**config.mk**
```make
export PLATFORM = sky130hd
export DESIGN_NAME = hi_reader_sequencer_flat
export DESIGN_NICKNAME = d
export VERILOG_FILES = /design/src/rtl/hi_reader_sequencer_if.sv /design/src/rtl/hi_reader_sequencer.sv /design/src/flat_wrapper.sv
export SDC_FILE = /design/constraint.sdc
export NUM_CORES = 1
export LEC_CHECK = 0
export CORE_MARGIN = 2
export CORE_UTILIZATION = 47
export DETAILED_ROUTE_END_ITERATION = 8
export DONT_BUFFER_PORTS = 1
export PLACE_DENSITY = 0.68
export SLEW_MARGIN = 20
export SYNTH_ARGS = -nofsm -noshare
export SYNTH_HDL_FRONTEND = slang
export SYNTH_SLANG_ARGS = --single-unit
```
**constraint.sdc**
```tcl
create_clock -name ck_1356meg -period 7 [get_ports ck_1356meg]
set_input_delay 0.7 -clock ck_1356meg [delete_from_list [all_inputs] [get_ports ck_1356meg]]
set_output_delay 0.7 -clock ck_1356meg [all_outputs]
set_load 0.005 [all_outputs]
```
**src/rtl/hi_reader_sequencer_if.sv**
```systemverilog
// hi_reader_sequencer_if: ARM/datapath-facing signal bundle of the HF reader exchange sequencer.
interface hi_reader_sequencer_if;
  logic        start;
  logic [9:0]  tx_bit_count;
  logic [15:0] guard_cycles;
  logic [11:0] rx_frames;
  logic        tx_bit;
  logic        shallow;
  logic [13:0] corr_amplitude;
  logic        tx_bit_req;
  logic        mod_out;
  logic [3:0]  minor_mode;
  logic        busy;
  logic        done;
  logic        tag_seen;
  logic        timeout;
  modport master (
    output start, tx_bit_count, guard_cycles, rx_frames, tx_bit, shallow, corr_amplitude,
    input  tx_bit_req, mod_out, minor_mode, busy, done, tag_seen, timeout
  );
  modport slave (
    input  start, tx_bit_count, guard_cycles, rx_frames, tx_bit, shallow, corr_amplitude,
    output tx_bit_req, mod_out, minor_mode, busy, done, tag_seen, timeout
  );
endinterface

```
**src/rtl/hi_reader_sequencer.sv**
```systemverilog
// hi_reader_sequencer: sequences one HF reader exchange (TX bits, guard time, RX window) on negedge ck_1356meg.
// Optional shallow-modulation TX mode is enabled by defining HI_READER_SEQ_SHALLOW_EN.
`ifndef FPGA_HF_READER_MODE_RECEIVE_AMPLITUDE
`define FPGA_HF_READER_MODE_RECEIVE_AMPLITUDE 4'd1
`endif
`ifndef FPGA_HF_READER_MODE_SEND_FULL_MOD
`define FPGA_HF_READER_MODE_SEND_FULL_MOD 4'd3
`endif
`ifndef FPGA_HF_READER_MODE_SEND_SHALLOW_MOD
`define FPGA_HF_READER_MODE_SEND_SHALLOW_MOD 4'd4
`endif
module hi_reader_sequencer #(
  parameter int          BIT_PERIOD   = 128,
  parameter logic [13:0] AMP_THRESH   = 14'd64,
  parameter int          QUIET_FRAMES = 4
) (
  input logic ck_1356meg,
  input logic reset_n,
  hi_reader_sequencer_if.slave bus
);
  localparam int CW = BIT_PERIOD > 1 ? $clog2(BIT_PERIOD) : 1;
  localparam int QW = $clog2(QUIET_FRAMES + 1);
  typedef enum logic [2:0] {S_IDLE, S_TX, S_GUARD, S_RX, S_DONE} state_t;
  state_t r_state, w_next;
  logic [9:0]    r_tx_n, r_bits;
  logic [15:0]   r_guard_n, r_gcnt;
  logic [11:0]   r_rx_n, r_frames;
  logic [CW-1:0] r_cyc;
  logic [5:0]    r_fc;
  logic [QW-1:0] r_quiet;
  logic          r_mod, r_tag, r_timeout;
  logic          w_req, w_tx_end, w_g_end, w_bound, w_above, w_expire, w_rx_end;
  logic [QW-1:0] w_quiet_nx;
  logic [11:0]   w_frames_nx;
  logic [3:0]    w_tx_mode;
  // The cycle after the last bit period is a tail that keeps the final bit on the line before GUARD.
  assign w_req       = r_state == S_TX && r_cyc == '0 && r_bits != r_tx_n;
  assign w_tx_end    = r_cyc == '0 && r_bits == r_tx_n;
  assign w_g_end     = r_guard_n == 16'd0 || r_gcnt == r_guard_n - 16'd1;
  assign w_bound     = r_fc == 6'd63;
  assign w_above     = bus.corr_amplitude > AMP_THRESH;
  assign w_quiet_nx  = w_above ? '0 : (r_tag ? r_quiet + QW'(1) : r_quiet);
  assign w_frames_nx = r_frames + 12'd1;
  assign w_expire    = w_frames_nx == r_rx_n;
  assign w_rx_end    = w_bound && (w_quiet_nx == QW'(QUIET_FRAMES) || w_expire);
`ifdef HI_READER_SEQ_SHALLOW_EN
  logic r_shallow;
  always_ff @(negedge ck_1356meg) begin
    if (!reset_n) r_shallow <= 1'b0;
    else if (r_state == S_IDLE && bus.start) r_shallow <= bus.shallow;
  end
  assign w_tx_mode = r_shallow ? `FPGA_HF_READER_MODE_SEND_SHALLOW_MOD : `FPGA_HF_READER_MODE_SEND_FULL_MOD;
`else
  logic w_unused_shallow;
  assign w_unused_shallow = bus.shallow;
  assign w_tx_mode = `FPGA_HF_READER_MODE_SEND_FULL_MOD;
`endif
  always_ff @(negedge ck_1356meg) begin
    if (!reset_n) r_state <= S_IDLE;
    else r_state <= w_next;
  end
  always_comb begin
    w_next = r_state;
    case (r_state)
      S_IDLE:  if (bus.start) w_next = bus.tx_bit_count == 10'd0 ? S_GUARD : S_TX;
      S_TX:    if (w_tx_end) w_next = S_GUARD;
      S_GUARD: if (w_g_end) w_next = r_rx_n == 12'd0 ? S_DONE : S_RX;
      S_RX:    if (w_rx_end) w_next = S_DONE;
      default: w_next = S_IDLE;
    endcase
  end
  always_ff @(negedge ck_1356meg) begin
    if (!reset_n) begin
      r_tx_n    <= '0;
      r_guard_n <= '0;
      r_rx_n    <= '0;
      r_cyc     <= '0;
      r_bits    <= '0;
      r_gcnt    <= '0;
      r_fc      <= '0;
      r_frames  <= '0;
      r_quiet   <= '0;
      r_mod     <= 1'b0;
      r_tag     <= 1'b0;
      r_timeout <= 1'b0;
    end else begin
      case (r_state)
        S_IDLE: if (bus.start) begin
          r_tx_n    <= bus.tx_bit_count;
          r_guard_n <= bus.guard_cycles;
          r_rx_n    <= bus.rx_frames;
          r_cyc     <= '0;
          r_bits    <= '0;
          r_gcnt    <= '0;
          r_fc      <= '0;
          r_frames  <= '0;
          r_quiet   <= '0;
          r_mod     <= 1'b0;
          r_tag     <= 1'b0;
          r_timeout <= 1'b0;
        end
        S_TX: if (w_tx_end) r_mod <= 1'b0;
        else begin
          if (w_req) begin
            r_mod  <= bus.tx_bit;
            r_bits <= r_bits + 10'd1;
          end
          r_cyc <= r_cyc == CW'(BIT_PERIOD - 1) ? '0 : r_cyc + CW'(1);
        end
        S_GUARD: if (!w_g_end) r_gcnt <= r_gcnt + 16'd1;
        S_RX: begin
          r_fc <= r_fc + 6'd1;
          if (w_bound) begin
            r_frames <= w_frames_nx;
            r_quiet  <= w_quiet_nx;
            if (w_above) r_tag <= 1'b1;
            if (w_expire && !r_tag && !w_above) r_timeout <= 1'b1;
          end
        end
        default: ;
      endcase
    end
  end
  assign bus.tx_bit_req = w_req;
  assign bus.mod_out    = r_mod;
  assign bus.minor_mode = r_state == S_TX ? w_tx_mode : `FPGA_HF_READER_MODE_RECEIVE_AMPLITUDE;
  assign bus.busy       = r_state == S_TX || r_state == S_GUARD || r_state == S_RX;
  assign bus.done       = r_state == S_DONE;
  assign bus.tag_seen   = r_tag;
  assign bus.timeout    = r_timeout;
endmodule

```
**src/flat_wrapper.sv**
```systemverilog
// flat-port wrapper written by rule: the top's interface ports become plain ports
module hi_reader_sequencer_flat 
#(
  parameter int          BIT_PERIOD   = 128,
  parameter logic [13:0] AMP_THRESH   = 14'd64,
  parameter int          QUIET_FRAMES = 4
)
  (ck_1356meg, reset_n, bus_start, bus_tx_bit_count, bus_guard_cycles, bus_rx_frames, bus_tx_bit, bus_shallow, bus_corr_amplitude, bus_tx_bit_req, bus_mod_out, bus_minor_mode, bus_busy, bus_done, bus_tag_seen, bus_timeout);
  hi_reader_sequencer_if bus_i ();
  input logic ck_1356meg;
  input logic reset_n;
  input wire logic [$bits(bus_i.start)-1:0] bus_start;
  input wire logic [$bits(bus_i.tx_bit_count)-1:0] bus_tx_bit_count;
  input wire logic [$bits(bus_i.guard_cycles)-1:0] bus_guard_cycles;
  input wire logic [$bits(bus_i.rx_frames)-1:0] bus_rx_frames;
  input wire logic [$bits(bus_i.tx_bit)-1:0] bus_tx_bit;
  input wire logic [$bits(bus_i.shallow)-1:0] bus_shallow;
  input wire logic [$bits(bus_i.corr_amplitude)-1:0] bus_corr_amplitude;
  output wire logic [$bits(bus_i.tx_bit_req)-1:0] bus_tx_bit_req;
  output wire logic [$bits(bus_i.mod_out)-1:0] bus_mod_out;
  output wire logic [$bits(bus_i.minor_mode)-1:0] bus_minor_mode;
  output wire logic [$bits(bus_i.busy)-1:0] bus_busy;
  output wire logic [$bits(bus_i.done)-1:0] bus_done;
  output wire logic [$bits(bus_i.tag_seen)-1:0] bus_tag_seen;
  output wire logic [$bits(bus_i.timeout)-1:0] bus_timeout;
  assign bus_i.start = bus_start;
  assign bus_i.tx_bit_count = bus_tx_bit_count;
  assign bus_i.guard_cycles = bus_guard_cycles;
  assign bus_i.rx_frames = bus_rx_frames;
  assign bus_i.tx_bit = bus_tx_bit;
  assign bus_i.shallow = bus_shallow;
  assign bus_i.corr_amplitude = bus_corr_amplitude;
  assign bus_tx_bit_req = bus_i.tx_bit_req;
  assign bus_mod_out = bus_i.mod_out;
  assign bus_minor_mode = bus_i.minor_mode;
  assign bus_busy = bus_i.busy;
  assign bus_done = bus_i.done;
  assign bus_tag_seen = bus_i.tag_seen;
  assign bus_timeout = bus_i.timeout;
  hi_reader_sequencer #(.BIT_PERIOD(BIT_PERIOD), .AMP_THRESH(AMP_THRESH), .QUIET_FRAMES(QUIET_FRAMES)) u_core (.ck_1356meg(ck_1356meg), .reset_n(reset_n), .bus(bus_i));
endmodule
```
[After elaboration in Yosys (flattened, before gate mapping)]
Cells that the tools add are included.
Widths: inputs -> output; s select.
Word-level totals
  output and inout bits: 10
  input port bits: 57
  bits in registers: 98
Cells by class
  reductions and logical operators: 30
  order comparisons: 1
  equality and inequality tests: 22
  $add $sub $neg: 7
  mux-type cells: 39
Operators with widths (number)
  $mux 16: 2
  $pmux 16 s2: 1
  $mux 10: 3
  $mux 3: 9
  $mux 12: 2
  $pmux 12 s2: 1
  $mux 7: 3
  $pmux 10 s2: 1
  $add 16x1->16 const B: 1
  $eq 16x16->1: 1
  $logic_not 16->1: 1
  $reduce_and 4->1: 4
  $sub 16x1->16 const B: 1
  $gt 14x7->1 const B: 1
  $pmux 7 s2: 1
  $add 12x1->12 const B: 1
  $eq 12x12->1: 1
  $logic_not 12->1: 1
  $ne 2x1->1 const B: 6
  $pmux 3 s4: 1
  $pmux 6 s2: 1
  $reduce_and 3->1: 4
  $add 10x1->10 const B: 1
  $eq 10x10->1: 1
  other kinds (24): 50

[Depth between registers and ports, before layout]
  depth in word-level cells: 8
  mapped depth: 10
  gate-level depth less buffers: 9

==> load_flow_metrics.sql <==
INSERT INTO impl_metrics (metric_group, metric, value, unit) VALUES
('setup_path', 'cpPeakStageDelay', '0.83', 'ns'),
('setup_path', 'critPathMaxFanout', '5', ''),
('detailed_routing', 'route.vias.total', '5306', ''),
('clock_network', 'post_cts_resized', '0', ''),
('run_status', 'run_status', 'complete, no violations', ''),
('setup_path', 'timing.critical_path.cells', 'nor4_1 > nand3_1 > a311oi_1', ''),
('detailed_routing', 'wl_per_cell', '14.9', 'um'),
('die', 'core_region_area', '11900', 'um^2'),
('logic_synthesis', 'syn_area_per_cell', '7.95', 'um^2'),
('clock_network', 'clk-insertion-delay-late', '0.42', 'ns'),
('logic_synthesis', 'yosys_warnings', '0', ''),
('layout', 'fraction_of_layout_cells_with_a_size_suffix_above_1', '0.0444', ''),
('clock_network', 'clock_tree.htree_level_count', '3', ''),
('detailed_routing', 'detailedRoute.firstIterationViolations', '420', ''),
('clock_network', 'cts_tree', 'done', ''),
('sta', 'max_slew_margin', '0.331', ''),
('setup_path', 'crit_path_start_kind', 'register', ''),
('placement', 'place_congestion', '0.905', ''),
('clock_network', 'hold_buffer_count_at_cts', '0', ''),
('die', 'row_count', '40', ''),
('setup_path', 'reg2reg_depth', '9', ''),
('setup_path', 'r2r_end', 'u_core.r_state[1]', ''),
('clock_network', 'postCtsSetupRepairBufs', '0', ''),
('setup_path', 'worst_setup_path_end_kind', 'primary output', ''),
('logic_synthesis', 'postSynthCellCount', '716', ''),
('logic_synthesis', 'synth_area', '5690', 'um^2'),
('grt', 'antenna_violations_before_repair', '0', ''),
('grt', 'largest_net_degree_at_the_start_of_global_routing', '73', ''),
('hold_path', 'worst_hold_path.endpoint', 'u_core.r_tx_n[8]', ''),
('power_and_ir_drop', 'max-vdd-ir-drop', '0.000296', 'V'),
('die', 'die-width', '114', 'um'),
('power_and_ir_drop', 'combinationalPowerShare', '0.312', ''),
('hold_path', 'hp-start', 'u_core.r_tx_n[8]', ''),
('grt', 'globalRoute.totalOverflow', '0', ''),
('setup_path', 'critical_path.slowest_cell', 'sky130_fd_sc_hd__a311oi_1', ''),
('hold_path', 'min_path_type', 'register to register', ''),
('power_and_ir_drop', 'p_sw_frac', '0.424', ''),
('layout', 'antennaDiodeCount', '0', ''),
('logic_synthesis', 'synthArstFlopShare', '0', ''),
('setup_path', 'crit_path_start', 'u_core.r_cyc[2]', ''),
('clock_network', 'max-clock-path-buffers', '2', ''),
('power_and_ir_drop', 'power.density', '318', 'nW/um^2'),
('setup_path', 'crit_type', 'register to primary output', ''),
('grt', 'vias_in_the_first_global_route', '5266', ''),
('clock_network', 'clock_sinks', '98', ''),
('detailed_routing', 'drt-total-wl', '14.0', 'mm'),
('setup_path', 'regToRegSetupSlack', '3.59', 'ns'),
('detailed_routing', 'detail_route.vias_per_cell', '5.67', ''),
('logic_synthesis', 'synth-seq-area-share', '0.345', ''),
('sta', 'setup_viol', '0', ''),
('die', 'die-area', '13000', 'um^2'),
('sta', 'setup_total_negative_slack', '0', 'ns'),
('setup_path', 'worstReg2RegStart', 'u_core.r_guard_n[0]', ''),
('logic_synthesis', 'synthDistinctLibCells', '64', ''),
('sta', 'fin_hold_ws', '0.480', 'ns'),
('clock_network', 'cts_root_buf', 'sky130_fd_sc_hd__clkbuf_16', ''),
('die', 'pin_count', '67', ''),
('die', 'die_h', '114', 'um'),
('power_and_ir_drop', 'clkPwrFrac', '0.344', ''),
('setup_path', 'worst_ep_arrival_time', '5.52', 'ns'),
('sta', 'fin_worst_skew', '0.0160', 'ns'),
('hold_path', 'hold_path_depth', '2', ''),
('detailed_routing', 'drt.antenna.violating_nets', '0', ''),
('detailed_routing', 'drt-pass1-iter-count', '5', ''),
('run', 'max_cap_viol_count', '0', ''),
('grt', 'grt_usage', '0.225', ''),
('sta', 'timing_max_transition_violations_final', '0', ''),
('detailed_routing', 'drc', '0', ''),
('power_and_ir_drop', 'switchingPower', '857', 'uW'),
('placement', 'port_buffer_cells', '0', ''),
('clock_network', 'number_of_buffers_created_by_cts', '9', '');
-- area by class of cell --
type                       instances  area [um^2]  share of cell area
sequential                        98         1960               0.309
timing repair buffer               3         22.5             0.00355
clock inverter                   105          418              0.0658
clock buffer                       9          225              0.0355
inverter                          14         52.6             0.00828
multi-input combinational        560         3490               0.549
tap                              147          184              0.0290
-- kinds of logic after synthesis --
| family | after synthesis | share of synthesized area |
|---|---|---|
| multiplexers | 8 | 0.0141 |
| adder cells (fa/ha/maj) | 9 | 0.0198 |
| buffers and inverters | 59 | 0.0442 |
| AND/OR/NAND/NOR | 321 | 0.287 |
| XOR/XNOR | 65 | 0.100 |
| AO/OA/AOI/OAI | 154 | 0.189 |
| flip-flops | 98 | 0.345 |
| other | 2 | 0.00132 |
-- worst max path at each step --
stage                        end  depth (start not counted)  slack (ns)
3_5_place_dp     u_core.r_cyc[3]                          4        0.88
5_1_grt           bus_tx_bit_req                          3        0.68
3_3_place_gp     u_core.r_cyc[0]                          4        0.94
4_1_cts           bus_tx_bit_req                          3        0.77
6_report          bus_tx_bit_req                          3        0.78
2_1_floorplan  u_core.r_state[1]                          6        1.21
-- power by group through the flow --
stage	registers, uW	clock network, uW	logic [uW]
after detailed placement	701	85.6	620
after CTS	694	728	626
final	695	696	631
after global placement	699	85.6	603
after floorplan	669	85.6	514
after global routing	703	797	700
-- per-stage QoR --
stage          power [uW]  instances  cell area, um^2  utilization
6_report             2020        936             6350        0.533
3_3_place_gp         1390        823             5710        0.479
3_5_place_dp         1410        823             5710        0.479
5_1_grt              2200        936             6350        0.533
2_1_floorplan        1270        717             5700            -
4_1_cts              2050        936             6350        0.533
-- per-layer routing --
metal  track usage  share of wire
met5             0              0
met4         0.100          0.014
met3        0.0781          0.063
met2         0.358           0.47
met1         0.277           0.46
-- sequential cells by signal (all words and copies together) (netlist names) --
signal and count:
u_core.r_state 3, u_core.r_tx_n 10, u_core.r_fc 6, u_core.r_bits 10, u_core.bus.timeout 1, u_core.r_cyc 7
u_core.r_gcnt 16, u_core.r_quiet 3, u_core.r_frames 12, u_core.bus.mod_out 1, u_core.r_rx_n 12, u_core.r_guard_n 16
u_core.bus.tag_seen 1
-- cell usage after synthesis (4+ instances only) --
library cell / instances / area [um^2]
sky130_fd_sc_hd__nor4b_1: 4 / 35.0
sky130_fd_sc_hd__a2111o_1: 4 / 45.0
sky130_fd_sc_hd__nor4_1: 13 / 81.3
sky130_fd_sc_hd__nor2b_1: 4 / 25.0
sky130_fd_sc_hd__ha_1: 9 / 113
sky130_fd_sc_hd__or3_1: 4 / 25.0
sky130_fd_sc_hd__dfxtp_1: 98 / 1960
sky130_fd_sc_hd__buf_2: 6 / 30.0
sky130_fd_sc_hd__buf_4: 4 / 30.0
sky130_fd_sc_hd__clkbuf_1: 30 / 113
sky130_fd_sc_hd__nand4_1: 14 / 87.6
sky130_fd_sc_hd__o21ai_0: 34 / 170
sky130_fd_sc_hd__and3_1: 16 / 100
sky130_fd_sc_hd__o21a_1: 5 / 37.5
sky130_fd_sc_hd__and2_1: 18 / 113
sky130_fd_sc_hd__a21o_1: 4 / 30.0
sky130_fd_sc_hd__xnor2_1: 24 / 210
sky130_fd_sc_hd__o2111ai_1: 5 / 43.8
sky130_fd_sc_hd__a31oi_1: 8 / 50.1
sky130_fd_sc_hd__a21boi_0: 48 / 360
sky130_fd_sc_hd__a21oi_1: 18 / 90.1
sky130_fd_sc_hd__o21ai_1: 4 / 20.0
sky130_fd_sc_hd__nand3_1: 33 / 165
sky130_fd_sc_hd__nor3b_1: 4 / 30.0
sky130_fd_sc_hd__inv_1: 15 / 56.3
sky130_fd_sc_hd__nor3_1: 15 / 75.1
sky130_fd_sc_hd__nand2b_1: 8 / 50.1
sky130_fd_sc_hd__nor2_1: 39 / 146
sky130_fd_sc_hd__mux2i_1: 8 / 80.1
sky130_fd_sc_hd__xor2_1: 41 / 359
sky130_fd_sc_hd__nand2_1: 126 / 473
-- layout by cell type (no fill, tap or decap), drive strengths merged, types with 17 or more instances in the layout --
| cell type | count |
|---|---|
| nand2 | 126 |
| inv | 117 |
| dfxtp | 98 |
| a21boi | 50 |
| xor2 | 41 |
| nor2 | 40 |
| o21ai | 38 |
| nand3 | 33 |
| xnor2 | 24 |
| and2 | 19 |
| a21oi | 18 |
| nor4 | 17 |
-- critical path: cells and delay by family (launching register included) --
kind | cells | cell delay [ns]
AO/OA/AOI/OAI | 1 | 0.83
flip-flops | 1 | 0.34
AND/OR/NAND/NOR | 2 | 0.43
(Power assumes the default switching activity.)
